$ cat config.mk
export PLATFORM = sky130hd
export DESIGN_NAME = coefficient_responder
export DESIGN_NICKNAME = d
export VERILOG_FILES = /design/src/rtl/coefficient_responder.sv
export SDC_FILE = /design/constraint.sdc
export NUM_CORES = 1
export LEC_CHECK = 0
export CAP_MARGIN = 10
export CORE_MARGIN = 4
export CORE_UTILIZATION = 54
export DETAILED_ROUTE_END_ITERATION = 7
export GPL_TIMING_DRIVEN = 0
export PLACE_DENSITY_LB_ADDON = 0.2
export SLEW_MARGIN = 10
export SYNTH_ARGS = -nofsm -noshare
export SYNTH_HDL_FRONTEND = slang
export SYNTH_SLANG_ARGS = --single-unit
$ cat constraint.sdc
create_clock -name clk -period 5.7 [get_ports clk]
set_clock_uncertainty 0.15 [all_clocks]
set_input_delay 0.57 -clock clk [delete_from_list [all_inputs] [get_ports clk]]
set_output_delay 0.57 -clock clk [all_outputs]
set_load 0.1 [all_outputs]
$ cat src/rtl/coefficient_responder.sv
// ---------------------------------------------------------------------------
// coefficient_responder
//
// Datapath-side end of the FIR coefficient-load handshake. A load request is
// captured into staging registers, modwait is held high for WRITE_LAT cycles,
// and then the staged value is committed into one of four coefficient slots.
// A clear request zeroes every slot and aborts any write still in flight.
//
// Ports:
//   clk             in   system clock, rising edge
//   n_rst           in   asynchronous active-low reset
//   clear_coeff     in   one-cycle request: zero all coefficients
//   load_coeff      in   one-cycle request: write coeff_in to coefficient_num
//   coefficient_num in   [1:0] target slot, sampled with load_coeff
//   coeff_in        in   [DATA_W-1:0] coefficient value, sampled with load_coeff
//   modwait         out  busy while an accepted load is being committed
//   fir_coeffs      out  [4*DATA_W-1:0] slot k at bits [k*DATA_W +: DATA_W]
//   coeff_valid     out  all four slots written since the last clear
//   coeff_set_done  out  one-cycle pulse when coeff_valid rises
//   protocol_err    out  one-cycle pulse on an illegal request
//
// All outputs come straight from flops.
// ---------------------------------------------------------------------------
module coefficient_responder #(
  parameter int DATA_W    = 16,
  parameter int WRITE_LAT = 2
) (
  input  logic                  clk,
  input  logic                  n_rst,
  input  logic                  clear_coeff,
  input  logic                  load_coeff,
  input  logic [1:0]            coefficient_num,
  input  logic [DATA_W-1:0]     coeff_in,
  output logic                  modwait,
  output logic [4*DATA_W-1:0]   fir_coeffs,
  output logic                  coeff_valid,
  output logic                  coeff_set_done,
  output logic                  protocol_err
);

  typedef enum logic [0:0] {
    IDLE  = 1'b0,
    WRITE = 1'b1
  } state_t;

  // Counter preload: the load edge itself accounts for the first busy cycle,
  // so the counter only has to cover the remaining WRITE_LAT-1 cycles.
  localparam logic [3:0] LAT_M1 = 4'(WRITE_LAT - 1);

  state_t                state_q,      state_d;
  logic                  modwait_q,    modwait_d;
  logic [3:0]            cnt_q,        cnt_d;
  logic [DATA_W-1:0]     stage_data_q, stage_data_d;
  logic [1:0]            stage_num_q,  stage_num_d;
  logic [4*DATA_W-1:0]   fir_q,        fir_d;
  logic [3:0]            mask_q,       mask_d;
  logic                  valid_q,      valid_d;
  logic                  set_done_q,   set_done_d;
  logic                  perr_q,       perr_d;

  // Written-slot mask as it will be after committing the staged slot.
  logic [3:0]            mask_commit_s;

  // Mask update for the slot currently staged.
  always_comb begin
    mask_commit_s = mask_q | (4'b0001 << stage_num_q);
  end

  // Next-state and next-output logic for the IDLE/WRITE handshake.
  always_comb begin
    state_d      = state_q;
    modwait_d    = modwait_q;
    cnt_d        = cnt_q;
    stage_data_d = stage_data_q;
    stage_num_d  = stage_num_q;
    fir_d        = fir_q;
    mask_d       = mask_q;
    valid_d      = valid_q;
    set_done_d   = 1'b0;
    perr_d       = 1'b0;

    // Clear+load together is always illegal; a load while busy is too.
    if (clear_coeff && load_coeff) begin
      perr_d = 1'b1;
    end else if ((state_q == WRITE) && load_coeff) begin
      perr_d = 1'b1;
    end else begin
      perr_d = 1'b0;
    end

    case (state_q)
      IDLE: begin
        if (clear_coeff) begin
          fir_d   = '0;
          mask_d  = 4'b0000;
          valid_d = 1'b0;
        end else if (load_coeff) begin
          stage_data_d = coeff_in;
          stage_num_d  = coefficient_num;
          modwait_d    = 1'b1;
          cnt_d        = LAT_M1;
          state_d      = WRITE;
        end else begin
          state_d = IDLE;
        end
      end

      WRITE: begin
        if (clear_coeff) begin
          // Abort: the staged value is discarded, never reaching its slot.
          fir_d     = '0;
          mask_d    = 4'b0000;
          valid_d   = 1'b0;
          modwait_d = 1'b0;
          cnt_d     = 4'd0;
          state_d   = IDLE;
        end else if (cnt_q != 4'd0) begin
          cnt_d = cnt_q - 4'd1;
        end else begin
          fir_d[stage_num_q*DATA_W +: DATA_W] = stage_data_q;
          mask_d    = mask_commit_s;
          modwait_d = 1'b0;
          state_d   = IDLE;
          // Only the first completion of a set raises valid; reloading a
          // slot afterwards leaves valid alone and produces no pulse.
          if ((mask_commit_s == 4'b1111) && !valid_q) begin
            valid_d    = 1'b1;
            set_done_d = 1'b1;
          end else begin
            valid_d = valid_q;
          end
        end
      end

      default: begin
        state_d   = IDLE;
        modwait_d = 1'b0;
        cnt_d     = 4'd0;
      end
    endcase
  end

  // State and output registers with asynchronous reset.
  always_ff @(posedge clk or negedge n_rst) begin
    if (!n_rst) begin
      state_q      <= IDLE;
      modwait_q    <= 1'b0;
      cnt_q        <= 4'd0;
      stage_data_q <= '0;
      stage_num_q  <= 2'd0;
      fir_q        <= '0;
      mask_q       <= 4'b0000;
      valid_q      <= 1'b0;
      set_done_q   <= 1'b0;
      perr_q       <= 1'b0;
    end else begin
      state_q      <= state_d;
      modwait_q    <= modwait_d;
      cnt_q        <= cnt_d;
      stage_data_q <= stage_data_d;
      stage_num_q  <= stage_num_d;
      fir_q        <= fir_d;
      mask_q       <= mask_d;
      valid_q      <= valid_d;
      set_done_q   <= set_done_d;
      perr_q       <= perr_d;
    end
  end

  assign modwait        = modwait_q;
  assign fir_coeffs     = fir_q;
  assign coeff_valid    = valid_q;
  assign coeff_set_done = set_done_q;
  assign protocol_err   = perr_q;

endmodule

## Yosys cells after proc, flatten, opt, wreduce, memory -nomap -nowiden

Index checks and enable logic that the tools add are counted.

- Bits in registers: 95
- Input bits: 22

- Shift-type cells: 3
- Muxes and demuxes: 35
- Add/subtract/negate cells: 2
- Eq/ne operators: 7
- Reduce and logical (&&, ||, !) cells: 10
- Bitwise gates (word level): 3

Operator list:

| cell | count |
|---|---|
| 2-to-1 mux 64 bit | 3 |
| case mux 64 bit (2 select lines) | 1 |
| bitwise mux 64 bit | 1 |
| variable shift 16 x 34 -> 64 bit (first input constant) | 1 |
| indexed part select 16 x 34 -> 64 bit | 1 |
| negation 6 -> 34 bit | 1 |
| 2-to-1 mux 4 bit | 7 |
| 2-to-1 mux 1 bit | 18 |
| case mux 4 bit (2 select lines) | 2 |
| AND reduction 3 bit | 4 |
| != test 2 bit (second input constant) | 3 |
| != test 3 x 2 -> 1 bit (second input constant) | 2 |
| case mux 1 bit (2 select lines) | 3 |
| equality test 4 bit (second input constant) | 1 |
| bitwise OR 4 bit | 1 |
| nonzero test 4 bit | 1 |
| left shift 1 x 2 -> 4 bit (first input constant) | 1 |
| subtractor 4 x 1 -> 4 bit (second input constant) | 1 |
| logical AND 1 bit | 3 |
| != test 3 bit (second input constant) | 1 |
| inverter 1 bit | 2 |
| AND reduction 2 bit | 1 |
| zero test 1 bit | 1 |

## Depth between registers and ports, before layout

Gate-level depths: netlist of the first run.

- Word-level depth: 8
- Mapped depth: 7
- Gate-level depth less buffers: 5

## Worst setup path before layout of the first run

OpenSTA, ideal clock, no wires.

- Path kind: reg-to-reg
- From: register stage_num_q[0]
- To: register fir_q[38], in the netlist fir_coeffs[38]
- Path slack: 3.573 ns
- Buffers on the path: 1
- Cell stages (with the launch flop): 7
- Arrival time: 1.912 ns
- Cell sequence: dfrtp_1 inv_1 ha_1 nand2b_1 nor4_2 clkbuf_1 a31o_2

- Longest elaborated chain between the ends: 6

Ends and longest elaborated chain:

| what | line | text |
|---|---|---|
| start, declared | 54 | `logic [1:0] stage_num_q, stage_num_d;` |
| start signal, assigned | 161 | `stage_num_q <= stage_num_d;` |
| negation 6 -> 34 bit (*) | 120 | `fir_d[stage_num_q*DATA_W +: DATA_W] = stage_data_q;` |
| indexed part select 16 x 34 -> 64 bit / variable shift 16 x 34 -> 64 bit (equally long branches) | 120 |  |
| bitwise mux 64 bit (*) | 120 |  |
| 2-to-1 mux 64 bit (*) | 117 | `end else if (cnt_q != 4'd0) begin` |
| 2-to-1 mux 64 bit (*) | 109 | `if (clear_coeff) begin` |
| case mux 64 bit (2 select lines) (*) | 91 | `case (state_q)` |
| end signal, assigned | 162 | `fir_q <= fir_d;` |
| end, declared | 55 | `logic [4*DATA_W-1:0] fir_q, fir_d;` |

Every way passes the cells marked *; elsewhere a longest branch is shown, timed or not. The select of a mux whose other input is x is not followed.
A chain may end at the register's enable or synchronous reset.

## Worst setup path in the final report of the first run

- From: register stage_num_q[0]
- To: register fir_q[47], in the netlist fir_coeffs[47]

Same word-level chain as after synthesis.

==> qor.yml, run 1 <==
run_status: "finished clean"
path_clk_slew_ns: 0.09
rsz0062_at_grt: "no"
gp_congestion: 0.808
hold_class: "in2async"
vias: 2830
power_density_nw_per_um2: 344
core_area_sq_um: 6910
cts_tree: "done"
hold_slack_ns: 0.000618
worstSkewPairLatency_ns: 0.36
netlist_area_sq_um: 3910
dp_hpwl_mm: 6.63
synthArstFlopShare_pct: 100
start_kind: "register"
crit_path_start: "stage_num_q[0]"
netlist_instances: 273
start_util_pct: 56.6
fmax_mhz: 378
cts_resized: 0
yosys.area.top_type: "dfrtp_1"
fin_crit_sh_pct: 46.4
setup_slack_ns: 3.06
layout-drive-gt1-share_pct: 17.7
post_cts_buffers: 0
avgViaCountPerCell: 5.96
final_cell_mix: "dfrtp_1, clkdlybuf4s50_1, a22o_1, mux2_2"
io_pins: 90
gr-usage-all-layers_pct: 23.9
htree_levels: 3
ys_warn_count: 0
die_w_um: 93.1
first_pass_iters: 4
ant_nets: 0
p_leak_nw: 2.46
wl_per_cell_um: 20.3
portBuffers: 89
final-max-slew-violation-count: 0
grt_pass1_wl_mm: 16.1
crit_path_max_fanout: 10
clk_path_buf_depth: 2
grt_start_max_net_pins: 62
critical_path_class: "reg2reg"
synthesis.nets: 304
drtIter0Drc: 195
rows: 30
dp.cells: 459
final_common_cell: "dfrtp_1"
cts_sinks: 95
drc: 0
cts_made_buffers: 9
synth_ff_type: "dfrtp_1"
die_h_um: 93.1
relSlewSlack_pct: 31.4
drv_cap: 0
vdd_drop_max_mv: 0.210
final_nets: 405
tightest_slew_ns: 1.03
drt-total-wl_mm: 9.65
reg2reg_slack_ns: 3.06
layout.cells.non_filler: 475
critPathCaptureType: "register"
setup_viol: 0
reg2regPathDepth: 6
ys_seq_area_share_pct: 60.8
grt_overflow: 0
finalHoldViolCount: 0
fillers: 484
syn_area_per_cell_sq_um: 14.3
yosysUniqueCellTypes: 39
area_growth_pct: 32.7
dieArea_sq_um: 8670
synth.top_cell.area_share_pct: 60.8
synth_edf_count: 0
crit_arrival_ns: 2.79
r2r-end: "fir_coeffs[47]"
antenna_cells: 0
synth.area.top_cells: "dfrtp_1, a22o_1, mux2_2, o211a_1, a31o_2"
cts_hold_buf: 0
ys_ff_latch: 95
antenna_found_initial: 0
tns_ns: 0
r2r-start: "stage_num_q[0]"
dp_worst_setup_slack_ns: 2.90
grt_pass1_vias: 3053
required_ns: 5.85
clock_tree.root_cell: "clkbuf_8"
min_period_ns: 2.64
endpoint: "fir_coeffs[47]"
## power breakdown
| group | switching (mW) | internal [mW] |
|---|---|---|
| Combinational | 0.272 | 0.151 |
| Clock | 0.244 | 0.296 |
| Sequential | 0.0905 | 0.736 |
## Yosys cell counts, types with 2 or more instances
cell type and count:
nand2b_1 3, inv_1 6, a31oi_1 2, a31o_2 16, nor2b_1 2, a32o_1 2
a22o_1 52, a21oi_1 3, ha_1 9, buf_6 3, clkbuf_1 7, o211a_1 16
o22ai_1 2, buf_2 8, dfrtp_1 95, nand2_1 2, o2bb2ai_1 2, mux2_2 18
o21ai_0 2, nor2_1 4
## routing by layer
layer	part of all wire, %	GRT usage, %	wire, um	vias up
met2	48	37.4	4620	93
met1	43	32.1	4190	1461
li1	-	-	-	1259
met3	7.1	7.72	685	17
met4	1.5	6.84	147	0
met5	0	0	0	-
## critical path, stage by stage (launching register included)
cell,delay [ns]
dfrtp_1,0.51
inv_1,0.18
ha_1,0.17
nand2_1,0.22
nor4_2,0.70
clkbuf_1,0.43
a31o_2,0.22
## sequential cells by signal (all words and copies together) (netlist names)
signal / count
protocol_err: 1
cnt_q: 4
stage_data_q: 16
coeff_valid: 1
state_q: 1
mask_q: 4
fir_coeffs: 64
stage_num_q: 2
coeff_set_done: 1
modwait: 1
## cell type report
cell class / instances / area (sq um) / area share (%)
sequential: 95 / 2380 / 45.8
timing repair buffer: 90 / 916 / 17.6
buffer: 18 / 100 / 1.93
inverter: 6 / 22.5 / 0.434
clock inverter: 6 / 118 / 2.26
multi-input combinational: 154 / 1410 / 27.2
tap: 96 / 120 / 2.31
clock buffer: 10 / 128 / 2.46
## cells by family (layout without fill, tap and decap cells)
family | Yosys count | in the layout | synth area share, %
AOI/OAI and AO/OA | 103 | 103 | 22.8
DFF | 95 | 95 | 60.8
buffers and inverters | 24 | 130 | 3.13
and+or+nand+nor | 23 | 23 | 5.02
muxes | 19 | 19 | 5.44
adders and majority gates | 9 | 9 | 2.88
## worst min path at each step
| stage | end | slack (ns) |
|---|---|---|
| 2_1_floorplan | cnt_q[0] | 0.12 |
| 3_3_place_gp | fir_coeffs[23] | 0.34 |
| 3_5_place_dp | fir_coeffs[18] | 0.34 |
| 4_1_cts | mask_q[1] | 0.01 |
| 5_1_grt | mask_q[2] | 0.02 |
| 6_report | mask_q[2] | 0.0006 |
## through the flow
| step | util [%] | power, mW | instance area [sq um] |
|---|---|---|---|
| after CTS | 75.2 | 1.79 | 5190 |
| final | 75.2 | 1.79 | 5190 |
| after global placement | 71.3 | 1.24 | 4920 |
| after detailed placement | 71.6 | 1.26 | 4950 |
| after floorplan | - | 1.11 | 3910 |
| after global routing | 75.2 | 1.87 | 5190 |
Note: power is estimated with default switching activity, not from simulation.
==> inputs of run 2 (changes only) <==
--- a/config.mk
+++ b/config.mk
@@ -7,7 +7,7 @@
 export LEC_CHECK = 0
 export CAP_MARGIN = 10
 export CORE_MARGIN = 4
-export CORE_UTILIZATION = 54
+export CORE_UTILIZATION = 50
 export DETAILED_ROUTE_END_ITERATION = 7
 export GPL_TIMING_DRIVEN = 0
 export PLACE_DENSITY_LB_ADDON = 0.2
==> constraint.sdc (replaced) <==
create_clock -name clk -period 2.6 [get_ports clk]
set_clock_uncertainty 0.15 [all_clocks]
set_input_delay 0.26 -clock clk [delete_from_list [all_inputs] [get_ports clk]]
set_output_delay 0.26 -clock clk [all_outputs]
set_load 0.1 [all_outputs]
==> run 2 against run 1 <==
Wire length shrank 1.6%. Clock power grew 100%. Worst setup slack lost 2.9 ns. Utilization shrank 5.4 points. Via count shrank 2.5%. Sequential share of layout area is essentially flat. Fmax grew 7.4%. Critical path type unchanged. Largest cell class unchanged. Largest power group unchanged.
==> qor.yml, run 2 (synthesis gave the netlist of run 1 again) <==
grt_start_max_net_pins: 49  # -21%
die_h_um: 96.5  # +3.6%
critPathCaptureType: "register"
power_density_nw_per_um2: 734  # +110%
run_status: "finished clean"
grt_overflow: 0  # unchanged
worstSkewPairLatency_ns: 0.37  # about the same
crit_path_max_fanout: 10  # unchanged
grt_pass1_wl_mm: 15.5  # -3.3%
dieArea_sq_um: 9300  # +7.3%
cts_tree: "done"
htree_levels: 3  # unchanged
postLayoutCellArea_sq_um: 5200  # about the same
reg2regPathDepth: 6  # unchanged
path_clk_slew_ns: 0.09  # about the same
layout.cells.non_filler: 479  # +0.84%
internal_power_mw: 2.50  # +110%
fin_crit_sh_pct: 94.7  # +48 points
clk_path_buf_depth: 2  # unchanged
p_total_mw: 3.81  # +110%
min_period_ns: 2.46  # -0.183 ns
swShare_pct: 34.6  # +0.67 points
tightest_slew_ns: 1.02  # -0.00597 ns
wl_per_cell_um: 19.8  # -2.4%
layout-drive-gt1-share_pct: 18.2  # +0.48 points
first_pass_iters: 4  # unchanged
dp.cells: 462  # +0.65%
tns_ns: 0  # unchanged
post_cts_buffers: 0  # unchanged
rows: 31  # +3.3%
drv_cap: 0  # unchanged
finalHoldViolCount: 0  # unchanged
hold_slack_ns: 0.297  # +0.297 ns
setup_viol: 0  # unchanged
relSlewSlack_pct: 31.8  # +0.40 points
clkPwrFrac_pct: 28.3  # -1.8 points
antenna_found_initial: 0  # unchanged
start_kind: "register"
vdd_drop_max_mv: 0.439  # +110%
placed_area_sq_um: 4950  # about the same
crit_arrival_ns: 2.62  # -0.17 ns
critical_path_class: "reg2reg"
required_ns: 2.76  # -3.09 ns
vias: 2759  # -2.5%
p_seq_share_pct: 47.5  # +1.3 points
cts_sinks: 95  # unchanged
grt_pass1_vias: 2950  # -3.4%
dp_worst_setup_slack_ns: -0.0461  # -2.95 ns
drtIter0Drc: 119  # -39%
ant_nets: 0  # unchanged
start_util_pct: 52.5  # -4.1 points
hold_class: "in2async"
setup_slack_ns: 0.138  # -2.92 ns
power_frac_comb_pct: 24.2  # +0.5 points
drc: 0  # unchanged
switchingPower_mw: 1.32  # +120%
final_common_cell: "dfrtp_1"
final_nets: 406  # +0.25%
core_area_sq_um: 7450  # +7.8%
io_pins: 90  # unchanged
portBuffers: 89  # unchanged
gp_congestion: 0.806  # -0.27%
dp_hpwl_mm: 6.51  # -1.8%
cts_made_buffers: 9  # unchanged
area_growth_pct: 32.9  # about the same
final-max-slew-violation-count: 0  # unchanged
final_cell_mix: "dfrtp_1, clkdlybuf4s50_1, a22o_1, mux2_2"
largest_register_ff_count: 64  # unchanged
drt-total-wl_mm: 9.49  # -1.6%
antenna_cells: 0  # unchanged
post-route-util_pct: 69.8  # -5.4 points
clock_tree.root_cell: "clkbuf_8"
die_w_um: 96.5  # +3.6%
fmax_mhz: 406  # +7.4%
rsz0062_at_grt: "no"
p_leak_nw: 2.46  # about the same
gr-usage-all-layers_pct: 22.5  # -1.4 points
avgViaCountPerCell: 5.76  # -3.3%
-- run 2: final cells by class --
cell class                      count  area [sq um]
Sequential cell                    95          2380
Clock buffer                       10           128
Tap cell                           99           124
Timing Repair Buffer               91           926
Fill cell                         539          2250
Buffer                             18           101
Clock inverter                      6          92.6
Multi-Input combinational cell    154          1430
Inverter                            6          22.5
-- run 2: routing by layer --
layer	GRT usage [%]	part of all wire, %	vias up
met5	0	0	-
met4	8.29	1.4	0
met3	5.89	7.7	14
met2	33.2	47	92
met1	32.0	44	1391
li1	-	-	1262
-- run 2: power groups by stage --
stage          logic, mW  clock network, mW  registers, mW
3_5_place_dp       0.910                  0           1.84
5_1_grt             1.00               1.15           1.83
6_report           0.924               1.08           1.81
4_1_cts            0.925               1.08           1.81
3_3_place_gp       0.886                  0           1.83
2_1_floorplan      0.518                  0           1.92
-- run 2: final timing paths --
path | from | endpoint | slack (ns)
worst min register to register | fir_coeffs[56] | fir_coeffs[56] | 0.36
worst max-delay path | stage_num_q[0] | fir_coeffs[58] | 0.14
worst min-delay path | n_rst | coeff_set_done | 0.30
worst max register to register | stage_num_q[0] | fir_coeffs[58] | 0.14
max in group asynchronous | n_rst | fir_coeffs[41] | 1.36
min in group clk | coeff_in[9] | stage_data_q[9] | 0.35
-- run 2: timing repair --
action	in CTS	in global routing
setup endpoints to repair	20	10
hold endpoints to repair	47	0
hold buffers	1	0
gates resized for setup	2	2
-- run 2: worst max-delay path: stages (launching register included) --
cell       delay, ns
dfrtp_1         0.58
inv_1           0.16
ha_1            0.24
nand4bb_1       0.32
nor4b_4         0.58
buf_6           0.23
a22o_1          0.14
==> inputs of run 3 (changes only) <==
--- a/config.mk
+++ b/config.mk
@@ -5,9 +5,11 @@
 export SDC_FILE = /design/constraint.sdc
 export NUM_CORES = 1
 export LEC_CHECK = 0
+export ABC_AREA = 1
 export CAP_MARGIN = 10
 export CORE_MARGIN = 4
-export CORE_UTILIZATION = 50
+export CORE_UTILIZATION = 52
+export CTS_BUF_LIST = sky130_fd_sc_hd__clkbuf_4 sky130_fd_sc_hd__clkbuf_8 sky130_fd_sc_hd__clkbuf_16
 export DETAILED_ROUTE_END_ITERATION = 7
 export GPL_TIMING_DRIVEN = 0
 export PLACE_DENSITY_LB_ADDON = 0.2
==> run 3 against run 2 <==
The run now ends with design-rule violations left. First-iteration DRC count up 100%. Synthesized cell count up 110%. Total power up 2.7%. Register-to-register slack better by 0.08 ns. Largest cell class unchanged. Highest routed layer unchanged.
==> qor.yml, run 3 <==
hold_slack_ns: 0.284  # -0.0132 ns
internal_power_mw: 2.33  # -6.6%
start_kind: "register"
rows: 33  # +6.5%
dieArea_sq_um: 10300  # +11%
syn_area_per_cell_sq_um: 8.08  # -44%
layout-drive-gt1-share_pct: 8.25  # -9.9 points
power_density_nw_per_um2: 677  # -7.7%
synthArstFlopShare_pct: 100  # unchanged
worst_path_max_delay_cell: "dfrtp_2"
critPathCaptureType: "register"
synth.area.top_cells: "dfrtp_1, nand2_1, nand4_1, nand3_1, nor3_1"
postLayoutCellArea_sq_um: 5790  # +11%
min-delay-start: "coeff_in[1]"
antenna_cells: 0  # unchanged
placed_area_sq_um: 5590  # +13%
rsz0062_at_grt: "no"
wl_per_cell_um: 15.1  # -24%
worstSkewPairLatency_ns: 0.36  # about the same
avgViaCountPerCell: 5.36  # -7.0%
portBuffers: 89  # unchanged
clkPwrFrac_pct: 23.4  # -4.9 points
cpLargestDelayFamily: "buffers and inverters"
crit_arrival_ns: 2.53  # -0.09 ns
core_area_sq_um: 8340  # +12%
final-max-slew-violation-count: 0  # unchanged
grt_pass1_vias: 3882  # +32%
antenna_found_initial: 0  # unchanged
htree_levels: 3  # unchanged
path_clk_slew_ns: 0.10  # about the same
largest_register_ff_count: 64  # unchanged
final_common_cell: "nand2_1"
grt_overflow: 0  # unchanged
ys_warn_count: 0  # unchanged
relSlewSlack_pct: 33.4  # +1.6 points
cts_sinks: 95  # unchanged
vdd_drop_max_mv: 0.319  # -27%
reg2reg_slack_ns: 0.22  # +0.08 ns
reg2regPathDepth: 9  # +3
required_ns: 2.75  # about the same
die_w_um: 101  # +5.2%
crit_chain: "clkinv_2, ha_1, buf_2, nor2_1, nand2_1, nor2_4, buf_2, nand4_1, nand2_1"
p_leak_nw: 2.89  # +17%
clock_tree.root_cell: "clkbuf_8"
gr-usage-all-layers_pct: 23.7  # +1.3 points
io_pins: 90  # unchanged
multiInputGateArea_sq_um: 1850  # +30%
yosysUniqueCellTypes: 27  # -31%
grt_pass1_wl_mm: 19.0  # +23%
netlist_area_sq_um: 4540  # +16%
violations: "design-rule violations"
r2r-end: "fir_coeffs[60]"
swShare_pct: 40.5  # +5.9 points
start_util_pct: 54.4  # +1.9 points
setup_viol: 0  # unchanged
ys_seq_area_share_pct: 52.4  # -8.4 points
final_nets: 693  # +71%
die_h_um: 101  # +5.2%
run_status: "complete, but fails checks"
crit_path_start: "stage_num_q[0]"
drv_cap: 0  # unchanged
netlist_instances: 562  # +110%
fin_crit_sh_pct: 91.5  # -3.2 points
clk_path_buf_depth: 2  # unchanged
critical_path_class: "reg2reg"
drc: 2  # +2
synthesis.nets: 593  # +95%
p_seq_share_pct: 45.6  # -1.9 points
dp_hpwl_mm: 8.57  # +32%
area_growth_pct: 27.4
min_period_ns: 2.38  # -0.0832 ns
hold_depth: 3
fillers: 674  # +25%
final_cell_mix: "nand2_1, dfrtp_1, clkdlybuf4s50_1, nand4_1, nand3_1"
drt-total-wl_mm: 11.7  # +23%
crit_path_max_fanout: 21  # +11
hold_end: "stage_data_q[1]"
fmax_mhz: 420  # +3.5%
switchingPower_mw: 1.58  # +20%
ys_ff_latch: 95  # unchanged
synth_common_cells: "nand2_1, dfrtp_1, nand4_1"
cts_tree: "done"
synth.top_cell.area_share_pct: 52.4  # -8.4 points
synth.most_common_cell: "nand2_1"
cts_made_buffers: 9  # unchanged
seqCellArea_sq_um: 2380  # about the same
tightest_slew_ns: 0.995  # -0.0242 ns
critPathBufInv: 3  # +1
yosys.area.top_type: "dfrtp_1"
r2r-start: "stage_num_q[0]"
synth_ff_type: "dfrtp_1"
max_stage_delay_ns: 0.48  # -0.10 ns
first_pass_iters: 7  # +3
vias: 4135  # +50%
finalHoldViolCount: 0  # unchanged
power_frac_comb_pct: 31.0  # +6.8 points
gp_congestion: 0.872  # +8.2%
synth_edf_count: 0  # unchanged
drtIter0Drc: 242  # +100%
p_total_mw: 3.92  # +2.7%
grt_start_max_net_pins: 55  # +12%
ant_nets: 0  # unchanged
hold_class: "in2reg"
run 3: worst reg2reg max path, cell delays in order, from the launching register on:
cell and delay, ns:
dfrtp_2 0.48, clkinv_2 0.28, ha_1 0.37, buf_2 0.17, nor2_1 0.11, nand2_1 0.09
nor2_4 0.17, buf_2 0.25, nand4_1 0.15, nand2_1 0.10
run 3: per-layer routing:
metal  global-route usage (%)  up-vias  share of wire (%)
li1                         -     2009                  -
met1                     34.0     1923                 44
met2                     36.8      177                 47
met3                     3.37       26                7.0
met4                     9.00        0                2.2
met5                        0        -                  0
run 3: final cells by class:
class | count | area share, %
flip-flops and latches | 95 | 41.1
multi-input cells | 395 | 32.0
repair buffers | 91 | 16.0
plain buffers | 35 | 3.16
clock buffers | 11 | 2.40
inverters | 35 | 2.29
well taps | 105 | 2.27
clock inverters | 5 | 0.735
run 3: logic make-up (layout without fill, tap and decap cells):
family	Yosys count	in the layout	share of synthesized area, %
compound gates	29	29	3.42
simple gates	357	357	34.7
flops	95	95	52.4
fa+ha+maj	9	9	2.48
buf+inv	72	177	7.05
run 3: stage by stage:
step / util [%] / setup WS [ns] / TNS (ns) / std cells
after global placement: 66.7 / -2.21 / -223.34 / 756
after CTS: 69.3 / 0.0494 / 0 / 773
final: 69.4 / 0.221 / 0 / 772
after detailed placement: 67.0 / -0.518 / -17.78 / 757
after global routing: 69.4 / 0.0592 / 0 / 772
after floorplan: - / 0.0895 / 0 / 562
run 3: repair_timing:
action,CTS,global route
endpoints found under the hold margin,41,0
hold buffers,1,0
endpoints found under the setup margin,65,30
gates resized for setup,5,2
setup buffers,0,0
run 3: power by group through the flow:
stage / Clock, mW / Combinational [mW] / Sequential [mW]
after floorplan: 0 / 0.746 / 1.88
after global placement: 0 / 1.17 / 1.79
after detailed placement: 0 / 1.21 / 1.80
after CTS: 0.925 / 1.21 / 1.78
after global routing: 0.989 / 1.36 / 1.80
final: 0.915 / 1.21 / 1.79
run 3: how the worst max path moves through the flow:
stage	endpoint	slack, ns	cells after the start
after detailed placement	fir_coeffs[60]	-0.52	11
after global placement	fir_coeffs[39]	-2.21	1
final	fir_coeffs[60]	0.22	9
after global routing	fir_coeffs[39]	0.06	8
after floorplan	fir_coeffs[53]	0.09	11
after CTS	fir_coeffs[60]	0.05	10
